[src/rtl/rr_mux_sched_pkg.sv]
// rr_mux_sched_pkg: shared types and sizes for the round-robin mux scheduler
package rr_mux_sched_pkg;
    typedef enum logic {IDLE, GRANT} state_t;
    localparam int N_REQ = 4;
    localparam int SEL_W = $clog2(N_REQ);
endpackage

[src/rtl/rr_mux_sched_pick.sv]
// rr_pick: combinational round-robin pick, first request after last in rotating order
module rr_pick
    import rr_mux_sched_pkg::*;
(
    input  logic [N_REQ-1:0] req,
    input  logic [SEL_W-1:0] last,
    output logic [SEL_W-1:0] pick,
    output logic             any
);
    logic [SEL_W-1:0] start;
    logic [SEL_W-1:0] idx;
    logic [N_REQ-1:0] rot;

    always_comb begin
        start = last + 1'b1;
        rot   = (req >> start) | (req << (N_REQ - int'(start)));
        idx   = '0;
        for (int i = N_REQ - 1; i >= 0; i--)
            if (rot[i]) idx = SEL_W'(i);
        pick  = idx + start;
        any   = |req;
    end
endmodule

[src/rtl/rr_mux_sched.sv]
// rr_mux_sched: round-robin burst scheduler over a registered 4:1 data mux
// Optional burst extension via lock[] when RR_MUX_SCHED_LOCK_EN is defined.
module rr_mux_sched
    import rr_mux_sched_pkg::*;
#(
    parameter int DW    = 1,
    parameter int BURST = 4
) (
    input  logic                clk,
    input  logic                rstn,
    input  logic [N_REQ-1:0]    req,
    input  logic [N_REQ*DW-1:0] data,
    input  logic                ready,
`ifdef RR_MUX_SCHED_LOCK_EN
    input  logic [N_REQ-1:0]    lock,
`endif
    output logic [SEL_W-1:0]    sel,
    output logic [N_REQ-1:0]    gnt,
    output logic [DW-1:0]       q,
    output logic                q_valid
);
    localparam int BW = $clog2(BURST + 1);

    state_t           state_q, state_d;
    logic [SEL_W-1:0] sel_q, sel_d, last_q, last_d, pick;
    logic [N_REQ-1:0] gnt_q, gnt_d;
    logic [DW-1:0]    q_q, q_d;
    logic             q_valid_q, q_valid_d, any, lock_hit;
    logic [BW-1:0]    beat_q, beat_d;

    rr_pick u_pick (
        .req  (req),
        .last (last_q),
        .pick (pick),
        .any  (any)
    );

`ifdef RR_MUX_SCHED_LOCK_EN
    assign lock_hit = lock[sel_q];
`else
    assign lock_hit = 1'b0;
`endif

    always_comb begin
        state_d   = state_q;
        sel_d     = sel_q;
        gnt_d     = gnt_q;
        q_d       = q_q;
        q_valid_d = 1'b0;
        beat_d    = beat_q;
        last_d    = last_q;
        if (state_q == IDLE) begin
            if (any) begin
                state_d = GRANT;
                sel_d   = pick;
                gnt_d   = N_REQ'(1) << pick;
                beat_d  = '0;
                last_d  = pick;
            end
        end else if (!req[sel_q]) begin
            state_d = IDLE;
            gnt_d   = '0;
        end else if (ready) begin
            q_d       = data[sel_q*DW +: DW];
            q_valid_d = 1'b1;
            beat_d    = beat_q + 1'b1;
            // A locked owner restarts its burst instead of giving up the grant
            if (beat_d == BW'(BURST)) begin
                if (lock_hit) begin
                    beat_d = '0;
                end else begin
                    state_d = IDLE;
                    gnt_d   = '0;
                end
            end
        end
    end

    always_ff @(posedge clk or negedge rstn) begin
        if (!rstn) begin
            state_q   <= IDLE;
            sel_q     <= '0;
            gnt_q     <= '0;
            q_q       <= '0;
            q_valid_q <= 1'b0;
            beat_q    <= '0;
            last_q    <= SEL_W'(N_REQ - 1);
        end else begin
            state_q   <= state_d;
            sel_q     <= sel_d;
            gnt_q     <= gnt_d;
            q_q       <= q_d;
            q_valid_q <= q_valid_d;
            beat_q    <= beat_d;
            last_q    <= last_d;
        end
    end

    assign sel     = sel_q;
    assign gnt     = gnt_q;
    assign q       = q_q;
    assign q_valid = q_valid_q;
endmodule
[config.mk]
export PLATFORM = sky130hd
export DESIGN_NAME = rr_mux_sched
export DESIGN_NICKNAME = d
export VERILOG_FILES = /design/src/rtl/rr_mux_sched_pkg.sv /design/src/rtl/rr_mux_sched_pick.sv /design/src/rtl/rr_mux_sched.sv
export SDC_FILE = /design/constraint.sdc
export NUM_CORES = 1
export LEC_CHECK = 0
export BUFFER_PORTS_ARGS = -buffer_cell sky130_fd_sc_hd__buf_2
export CAP_MARGIN = 25
export CORE_MARGIN = 4
export CORE_UTILIZATION = 41
export CTS_CLUSTER_DIAMETER = 80
export CTS_CLUSTER_SIZE = 28
export DETAILED_ROUTE_END_ITERATION = 10
export GPL_TIMING_DRIVEN = 0
export SYNTH_ARGS = -nofsm -noshare
export SYNTH_HDL_FRONTEND = slang
export SYNTH_HIERARCHICAL = 1
export SYNTH_SLANG_ARGS = --single-unit
export TNS_END_PERCENT = 30
[constraint.sdc]
create_clock -name clk -period 7.12 [get_ports clk]
set_clock_uncertainty 0.1 [all_clocks]
set_input_delay 2.136 -clock clk [delete_from_list [all_inputs] [get_ports clk]]
set_output_delay 2.136 -clock clk [all_outputs]
set_load 0.05 [all_outputs]
==> run_summary.xml, run 1 <==
<?xml version="1.0" encoding="UTF-8"?>
<metrics>
  <group name="run_status">
    <metric name="outcome" unit="">finished, final reports clean</metric>
  </group>
  <group name="route">
    <metric name="routed-wl-met3" unit="µm">134</metric>
    <metric name="first_pass_iters" unit="">5</metric>
    <metric name="wl_per_cell" unit="µm">14.0</metric>
    <metric name="met2_routed_length" unit="µm">955</metric>
    <metric name="detail_route.wirelength" unit="mm">2.11</metric>
    <metric name="via_to_cell_ratio" unit="">5.62</metric>
    <metric name="initialDrtViolationCount" unit="">21</metric>
    <metric name="num_vias" unit="">849</metric>
    <metric name="top_layer_used" unit="">met4</metric>
    <metric name="route.layer.met1.wl" unit="mm">1.01</metric>
    <metric name="final_antenna_net_count" unit="">0</metric>
    <metric name="post-route-drc-count" unit="">0</metric>
  </group>
  <group name="timing">
    <metric name="unrepaired_setup_endpoints_after_global_routing" unit="">false</metric>
    <metric name="final.setup.tns" unit="ns">0</metric>
    <metric name="setup_viol" unit="">0</metric>
    <metric name="slew-limit-headroom" unit="%">72.9</metric>
    <metric name="max_freq" unit="MHz">239</metric>
    <metric name="fin_crit_sh" unit="%">58.8</metric>
    <metric name="timing.final.max_slew_violations" unit="">0</metric>
    <metric name="transition_at_the_pin_with_the_smallest_max_transition_slack" unit="ns">0.404</metric>
    <metric name="finalWorstSetupSlack" unit="ns">2.94</metric>
    <metric name="fin_crit" unit="ns">4.18</metric>
    <metric name="final_hold_viols" unit="">0</metric>
  </group>
  <group name="synthesis">
    <metric name="seq_area_frac_synth" unit="%">35.0</metric>
    <metric name="synth_async_sr_flop_share" unit="%">100</metric>
    <metric name="synth_cell_types" unit="">44</metric>
    <metric name="synth_ff_type" unit="">dfrtp_1</metric>
    <metric name="synth_warnings" unit="">6</metric>
    <metric name="synth_edf_count" unit="">0</metric>
    <metric name="syn-mean-instance-area" unit="µm²">9.98</metric>
    <metric name="syn-num-nets" unit="">116</metric>
    <metric name="netlist_instances" unit="">101</metric>
    <metric name="mappedNetlistArea" unit="mm²">0.00101</metric>
    <metric name="synth_seq_cells" unit="">14</metric>
  </group>
  <group name="worst_setup_path">
    <metric name="required" unit="ns">7.21</metric>
    <metric name="critPathArrivalTime" unit="ns">4.27</metric>
    <metric name="critical-path-top-cell-by-count" unit="">mux2i_1</metric>
    <metric name="crit_path_max_incr_delay" unit="ns">0.47</metric>
    <metric name="critical_path.cell_chain" unit="">buf_2 -&gt; mux2i_1 -&gt; or3_2 -&gt; o31ai_1 -&gt; a22oi_1 -&gt; nor3_1 -&gt; ha_1 -&gt; xnor2_1 -&gt; nor2b_1 -&gt; mux2i_1 -&gt; o21ai_0</metric>
    <metric name="critical_path.endpoint_type" unit="">register</metric>
    <metric name="start_kind" unit="">input port</metric>
    <metric name="criticalPathCategory" unit="">input port to register</metric>
    <metric name="critical_path.slowest_cell" unit="">or3_2</metric>
    <metric name="highest_net_fanout_along_the_worst_path" unit="">9</metric>
  </group>
  <group name="power_and_ir_drop">
    <metric name="cellPowerDensity" unit="mW/mm²">530</metric>
    <metric name="leakage_dissipation" unit="nW">0.572</metric>
    <metric name="irDropWorstVdd" unit="mV">0.273</metric>
    <metric name="report.power.total" unit="µW">620</metric>
  </group>
  <group name="cells_and_area">
    <metric name="layout-drive-gt1-share" unit="%">30.9</metric>
    <metric name="syn_to_final_growth" unit="%">16.0</metric>
    <metric name="finalCoreUtilization" unit="%">51.4</metric>
    <metric name="fin_nets" unit="">139</metric>
    <metric name="antenna_cells_inserted" unit="">0</metric>
    <metric name="layout.cells.most_common_list" unit="">nand2_1 (21), buf_2 (19), dfrtp_1 (12)</metric>
    <metric name="layout_commonest_cell" unit="">nand2_1</metric>
    <metric name="filler_cell_count" unit="">208</metric>
  </group>
  <group name="placement">
    <metric name="port-buffer-count" unit="">18</metric>
    <metric name="place.gp.congestion" unit="">0.754</metric>
    <metric name="dp_worst_setup_slack" unit="ns">2.68</metric>
    <metric name="dpl.hpwl" unit="mm">1.61</metric>
  </group>
  <group name="global_route">
    <metric name="first_global_vias" unit="">828</metric>
    <metric name="antenna_found_initial" unit="">0</metric>
    <metric name="global_route_wire_length_before_repair" unit="mm">3.70</metric>
    <metric name="grt_overflow_total" unit="">0</metric>
    <metric name="grt_start_max_net_pins" unit="">15</metric>
    <metric name="grt.total_usage" unit="%">13.9</metric>
  </group>
  <group name="floorplan">
    <metric name="die_extent_in_x" unit="µm">57.6</metric>
    <metric name="num_io_pins" unit="">19</metric>
    <metric name="initial_utilization" unit="%">44.3</metric>
    <metric name="num_rows" unit="">17</metric>
    <metric name="core_region_area" unit="mm²">0.00228</metric>
    <metric name="die_height" unit="µm">57.6</metric>
    <metric name="dieArea" unit="mm²">0.00332</metric>
  </group>
  <group name="clocking">
    <metric name="cts.htree.levels" unit="">1</metric>
    <metric name="holdBufCountCts" unit="">0</metric>
    <metric name="numCtsBuffers" unit="">3</metric>
    <metric name="postCtsResizedCells" unit="">0</metric>
    <metric name="cts_tree" unit="">yes</metric>
    <metric name="ctsLongestPathBuffers" unit="">2</metric>
    <metric name="post-cts-setup-buffers" unit="">0</metric>
    <metric name="cts.root.buffer_cell" unit="">clkbuf_4</metric>
    <metric name="clkLatencyLatePin" unit="ns">0.28</metric>
    <metric name="cts.reportedPaths.clkPinSlew" unit="ns">0.08</metric>
    <metric name="clock_sinks" unit="">14</metric>
  </group>
  <group name="hold_path">
    <metric name="hp-class" unit="">register to register</metric>
  </group>
  <group name="job">
    <metric name="timing.max_cap.violations" unit="">0</metric>
  </group>
</metrics>
-- kinds of logic after synthesis --
family                     after synthesis  share of synthesized area (%)
adders and majority gates                4                           4.96
muxes                                   11                           15.5
AOI/OAI and AO/OA                       21                           17.9
DFF                                     14                           35.0
xor gates and xnor gates                 3                           2.61
and+or+nand+nor                         42                           21.0
buffers and inverters                    6                           3.10
-- cells in the mapped netlist, types with 2 or more instances --
library cell   n  area (µm²)
nor2_1         4        15.0
a211o_2        2        20.0
xnor2_1        2        17.5
mux2i_1        7        70.1
mux4_2         2        45.0
o21ai_1        2        10.0
dfrtp_1       12         300
o211ai_1       2        15.0
nand2_1       21        78.8
inv_1          2        7.51
nor2b_1        5        31.3
dfstp_2        2        52.6
o21ai_0        3        15.0
nand2b_1       2        12.5
ha_1           4        50.1
-- worst paths after layout --
check	startpoint	endpoint	slack [ns]	depth (start not counted)
max	req[0]	gnt[2]	2.94	11
min in group asynchronous	rstn	beat_q[0]	1.63	1
max in group asynchronous	rstn	last_q[0]	4.99	1
min	last_q[1]	last_q[1]	0.37	2
max reg2reg	last_q[0]	gnt[2]	4.10	11
min reg2reg	last_q[1]	last_q[1]	0.37	2
-- sequential cells by signal, summed over array words and instances (netlist names) --
signal / count
beat_q: 3
gnt: 4
sel: 2
q: 1
last_q: 2
state_q: 1
q_valid: 1
-- per-stage QoR --
stage,instances,instance area (µm²),hold slack (ns)
after global placement,147,1130,0.358
after global routing,151,1170,0.389
after detailed placement,147,1130,0.356
after CTS,151,1170,0.370
final,151,1170,0.367
after floorplan,101,1010,0.341
-- worst max-delay path, delay by kind of cell --
| kind | cells | cell delay, ns |
|---|---|---|
| AND/OR/NAND/NOR | 3 | 0.83 |
| buffers and inverters | 1 | 0.16 |
| multiplexers | 2 | 0.19 |
| AO/OA/AOI/OAI | 3 | 0.53 |
| adder cells (fa/ha/maj) | 1 | 0.20 |
| XOR/XNOR | 1 | 0.22 |
-- area by class of cell --
type                       count  area [µm²]  area share, %
buffer                         3        20.0           1.71
timing repair buffer          18        90.1           7.70
inverter                       3        11.3          0.963
sequential                    14         353           30.2
multi-input combinational     81         624           53.4
clock buffer                   4        36.3           3.10
tap                           28        35.0           2.99
-- layer usage --
layer	vias up	track usage, %
li1	418	-
met1	406	19.1
met2	23	21.6
met3	2	4.75
met4	0	1.99
met5	-	0
-- where the power goes --
group	switching (mW)	total, mW	internal [mW]
Clock	0.0258	0.0569	0.0311
Sequential	0.0319	0.150	0.118
Combinational	0.242	0.413	0.171
No activity file was read; power rests on OpenSTA's default activity.
==> inputs of run 2 (changes only) <==
--- a/config.mk
+++ b/config.mk
@@ -5,6 +5,7 @@
 export SDC_FILE = /design/constraint.sdc
 export NUM_CORES = 1
 export LEC_CHECK = 0
+export ABC_AREA = 1
 export BUFFER_PORTS_ARGS = -buffer_cell sky130_fd_sc_hd__buf_2
 export CAP_MARGIN = 25
 export CORE_MARGIN = 4
==> constraint.sdc (replaced) <==
create_clock -name clk -period 3.4 [get_ports clk]
set_clock_uncertainty 0.1 [all_clocks]
set_input_delay 1.02 -clock clk [delete_from_list [all_inputs] [get_ports clk]]
set_output_delay 1.02 -clock clk [all_outputs]
set_load 0.05 [all_outputs]
==> run 2 against run 1 <==
Compared with the run above:
- utilization is 0.53 points lower
- first-iteration DRC count is 19% higher
- register-to-register slack worse by 3.3 ns
- count of clock-buffer cells in the layout is 1 lower
- synthesized cell count is 43% higher
- area after synthesis is 1.2% higher
- non-clock buffer count is 1 lower
- critical path depth is 6 higher
- largest cell class unchanged
- cell area is 0.11% lower
- sequential share of layout area hardly changed
- via count is 9.8% higher
- cell count is 28% higher
==> run_summary.xml, run 2 <==
<?xml version="1.0" encoding="UTF-8"?>
<metrics>
  <group name="synthesis">
    <metric name="syn-num-nets" unit="">159</metric>
    <metric name="synth_seq_cells" unit="">14</metric>
    <metric name="synth_warnings" unit="">6</metric>
    <metric name="syn-mean-instance-area" unit="µm²">7.09</metric>
    <metric name="seq_area_frac_synth" unit="%">34.6</metric>
    <metric name="mappedNetlistArea" unit="mm²">0.00102</metric>
    <metric name="synth_ff_type" unit="">dfrtp_1</metric>
    <metric name="netlist_instances" unit="">144</metric>
    <metric name="synth_top_area_share" unit="%">29.4</metric>
    <metric name="synth_cell_types" unit="">25</metric>
    <metric name="synth_edf_count" unit="">0</metric>
    <metric name="most_instantiated_library_cell_after_synthesis" unit="">nand2_1</metric>
    <metric name="synth.top_cells.by_count" unit="">nand2_1 (53), inv_1 (19), dfrtp_1 (12)</metric>
    <metric name="yosys.area.top_type" unit="">dfrtp_1</metric>
    <metric name="synth_top_cells_by_area" unit="">dfrtp_1 (29%), nand2_1 (19%), inv_1 (7.0%), dfstp_2 (5.1%), ha_1 (4.9%)</metric>
    <metric name="synth_async_sr_flop_share" unit="%">100</metric>
  </group>
  <group name="timing">
    <metric name="transition_at_the_pin_with_the_smallest_max_transition_slack" unit="ns">0.310</metric>
    <metric name="fin_crit_sh" unit="%">77.4</metric>
    <metric name="final.setup.tns" unit="ns">0</metric>
    <metric name="timing.final.max_slew_violations" unit="">0</metric>
    <metric name="unrepaired_setup_endpoints_after_global_routing" unit="">false</metric>
    <metric name="fin_crit" unit="ns">2.63</metric>
    <metric name="slew-limit-headroom" unit="%">79.3</metric>
    <metric name="final_hold_viols" unit="">0</metric>
    <metric name="setup_viol" unit="">0</metric>
    <metric name="max_freq" unit="MHz">380</metric>
  </group>
  <group name="cells_and_area">
    <metric name="register_area" unit="µm²">353</metric>
    <metric name="multiInputGateArea" unit="µm²">543</metric>
    <metric name="filler_cell_count" unit="">238</metric>
    <metric name="layout_commonest_cell" unit="">nand2_1</metric>
    <metric name="antenna_cells_inserted" unit="">0</metric>
    <metric name="layout-drive-gt1-share" unit="%">26.1</metric>
    <metric name="fin_nets" unit="">182</metric>
    <metric name="layout.cells.most_common_list" unit="">nand2_1 (53), inv_1 (19), buf_2 (18)</metric>
    <metric name="largest_reg_flops" unit="">4</metric>
    <metric name="syn_to_final_growth" unit="%">14.5</metric>
  </group>
  <group name="floorplan">
    <metric name="initial_utilization" unit="%">44.4</metric>
    <metric name="dieArea" unit="mm²">0.00335</metric>
    <metric name="num_rows" unit="">17</metric>
    <metric name="die_extent_in_x" unit="µm">57.9</metric>
    <metric name="num_io_pins" unit="">19</metric>
    <metric name="die_height" unit="µm">57.9</metric>
    <metric name="core_region_area" unit="mm²">0.00230</metric>
  </group>
  <group name="hold_path">
    <metric name="worstHoldEndpoint" unit="">last_q[1]</metric>
    <metric name="timing.hold.worst.start" unit="">last_q[1]</metric>
    <metric name="hold_path_depth" unit="">2</metric>
    <metric name="hp-class" unit="">register to register</metric>
  </group>
  <group name="worst_setup_path">
    <metric name="critical_path.startpoint" unit="">last_q[0]</metric>
    <metric name="crit_path_max_incr_delay" unit="ns">0.56</metric>
    <metric name="critical_path.endpoint_type" unit="">register</metric>
    <metric name="critPathArrivalTime" unit="ns">2.75</metric>
    <metric name="critPathTopFamily" unit="">flip-flops</metric>
    <metric name="critPathBufInv" unit="">4</metric>
    <metric name="r2r-end" unit="">gnt[1]</metric>
    <metric name="critical-path-top-cell-by-count" unit="">nand2_1</metric>
    <metric name="ff2ff_setup_slack" unit="ns">0.77</metric>
    <metric name="start_kind" unit="">register</metric>
    <metric name="highest_net_fanout_along_the_worst_path" unit="">8</metric>
    <metric name="rr_startpoint" unit="">last_q[0]</metric>
    <metric name="criticalPathCategory" unit="">register to register</metric>
    <metric name="critical_path.cell_chain" unit="">ha_1 -&gt; buf_6 -&gt; inv_4 -&gt; nand2_1 -&gt; nand2_2 -&gt; nand2_2 -&gt; a21oi_2 -&gt; o21ai_1 -&gt; a21oi_1 -&gt; ha_1 -&gt; xor2_1 -&gt; inv_1 -&gt; nand3_1 -&gt; nand2_1 -&gt; inv_1 -&gt; nand4_1 -&gt; nand2_1</metric>
    <metric name="worst-r2r-cell-count" unit="">17</metric>
    <metric name="required" unit="ns">3.52</metric>
    <metric name="critical_path.slowest_cell" unit="">dfstp_2</metric>
  </group>
  <group name="route">
    <metric name="final_antenna_net_count" unit="">0</metric>
    <metric name="detail_route.wirelength" unit="mm">2.01</metric>
    <metric name="first_pass_iters" unit="">4</metric>
    <metric name="post-route-drc-count" unit="">0</metric>
    <metric name="via_to_cell_ratio" unit="">4.83</metric>
    <metric name="wl_per_cell" unit="µm">10.4</metric>
    <metric name="initialDrtViolationCount" unit="">25</metric>
    <metric name="num_vias" unit="">932</metric>
  </group>
  <group name="global_route">
    <metric name="grt_overflow_total" unit="">0</metric>
    <metric name="grt.total_usage" unit="%">13.2</metric>
    <metric name="first_global_vias" unit="">868</metric>
    <metric name="antenna_found_initial" unit="">0</metric>
    <metric name="grt.busiest_layer" unit="">met1</metric>
    <metric name="grt_start_max_net_pins" unit="">15</metric>
    <metric name="met3_resource_use_gr" unit="%">4.45</metric>
    <metric name="met1_use_gr" unit="%">19.2</metric>
    <metric name="use_met2" unit="%">19.2</metric>
    <metric name="global_route_wire_length_before_repair" unit="mm">3.54</metric>
  </group>
  <group name="clocking">
    <metric name="post-cts-setup-buffers" unit="">0</metric>
    <metric name="cts_tree" unit="">yes</metric>
    <metric name="cts.root.buffer_cell" unit="">clkbuf_4</metric>
    <metric name="holdBufCountCts" unit="">0</metric>
    <metric name="postCtsResizedCells" unit="">0</metric>
    <metric name="cts.htree.levels" unit="">1</metric>
    <metric name="numCtsBuffers" unit="">3</metric>
    <metric name="clock_sinks" unit="">14</metric>
    <metric name="cts.reportedPaths.clkPinSlew" unit="ns">0.08</metric>
    <metric name="ctsLongestPathBuffers" unit="">2</metric>
    <metric name="clkLatencyLatePin" unit="ns">0.27</metric>
  </group>
  <group name="placement">
    <metric name="port-buffer-count" unit="">18</metric>
    <metric name="place.gp.congestion" unit="">0.742</metric>
    <metric name="dpl.hpwl" unit="mm">1.62</metric>
  </group>
  <group name="run_status">
    <metric name="outcome" unit="">finished, final reports clean</metric>
  </group>
  <group name="job">
    <metric name="timing.max_cap.violations" unit="">0</metric>
  </group>
</metrics>
## run 2: per-stage QoR
step	cells	hold slack (ns)	worst slack (ns)	util [%]	cell area, µm²
final	193	0.370	0.769	50.9	1170
after global routing	193	0.398	0.540	50.9	1170
after CTS	193	0.372	0.768	50.9	1170
after detailed placement	190	0.360	0.552	49.9	1150
after global placement	190	0.354	0.581	49.9	1150
after floorplan	144	0.346	0.896	-	1020
## run 2: per-layer routing
metal | routed length (µm) | vias up
met4 | 9 | 0
met5 | 0 | -
met1 | 1080 | 409
met2 | 787 | 22
met3 | 129 | 2
li1 | - | 499
## run 2: kinds of logic (layout without fill, tap and decap cells)
kind of cell	Yosys count	count (layout)	synth area share, %
AO/OA/AOI/OAI	14	14	7.97
XOR/XNOR	1	1	0.858
adder cells (fa/ha/maj)	4	4	4.90
buffers and inverters	26	47	12.3
flip-flops	14	14	34.6
AND/OR/NAND/NOR	85	85	39.5
## run 2: worst max-delay path by stage
stage	endpoint	slack, ns	cells past startpoint
after global placement	gnt[0]	0.58	16
after global routing	gnt[0]	0.54	17
final	gnt[1]	0.77	17
after floorplan	gnt[0]	0.90	15
after CTS	gnt[0]	0.77	17
after detailed placement	gnt[0]	0.55	16
## run 2: cell type report
class | instances | share of cell area, %
buffer | 2 | 1.93
sequential | 14 | 30.2
tap | 28 | 3.00
timing repair buffer | 18 | 7.71
multi-input combinational | 104 | 46.5
clock buffer | 3 | 1.93
inverter | 24 | 8.78
## run 2: worst min-delay path: cells and delay by family, from the launching register on
family | cells | cell delay, ns
flip-flops | 1 | 0.38
AND/OR/NAND/NOR | 2 | 0.10
Power of run 2 is not shown: default switching activity piles up to over one toggle a cycle in this logic, so the estimate is an artifact.
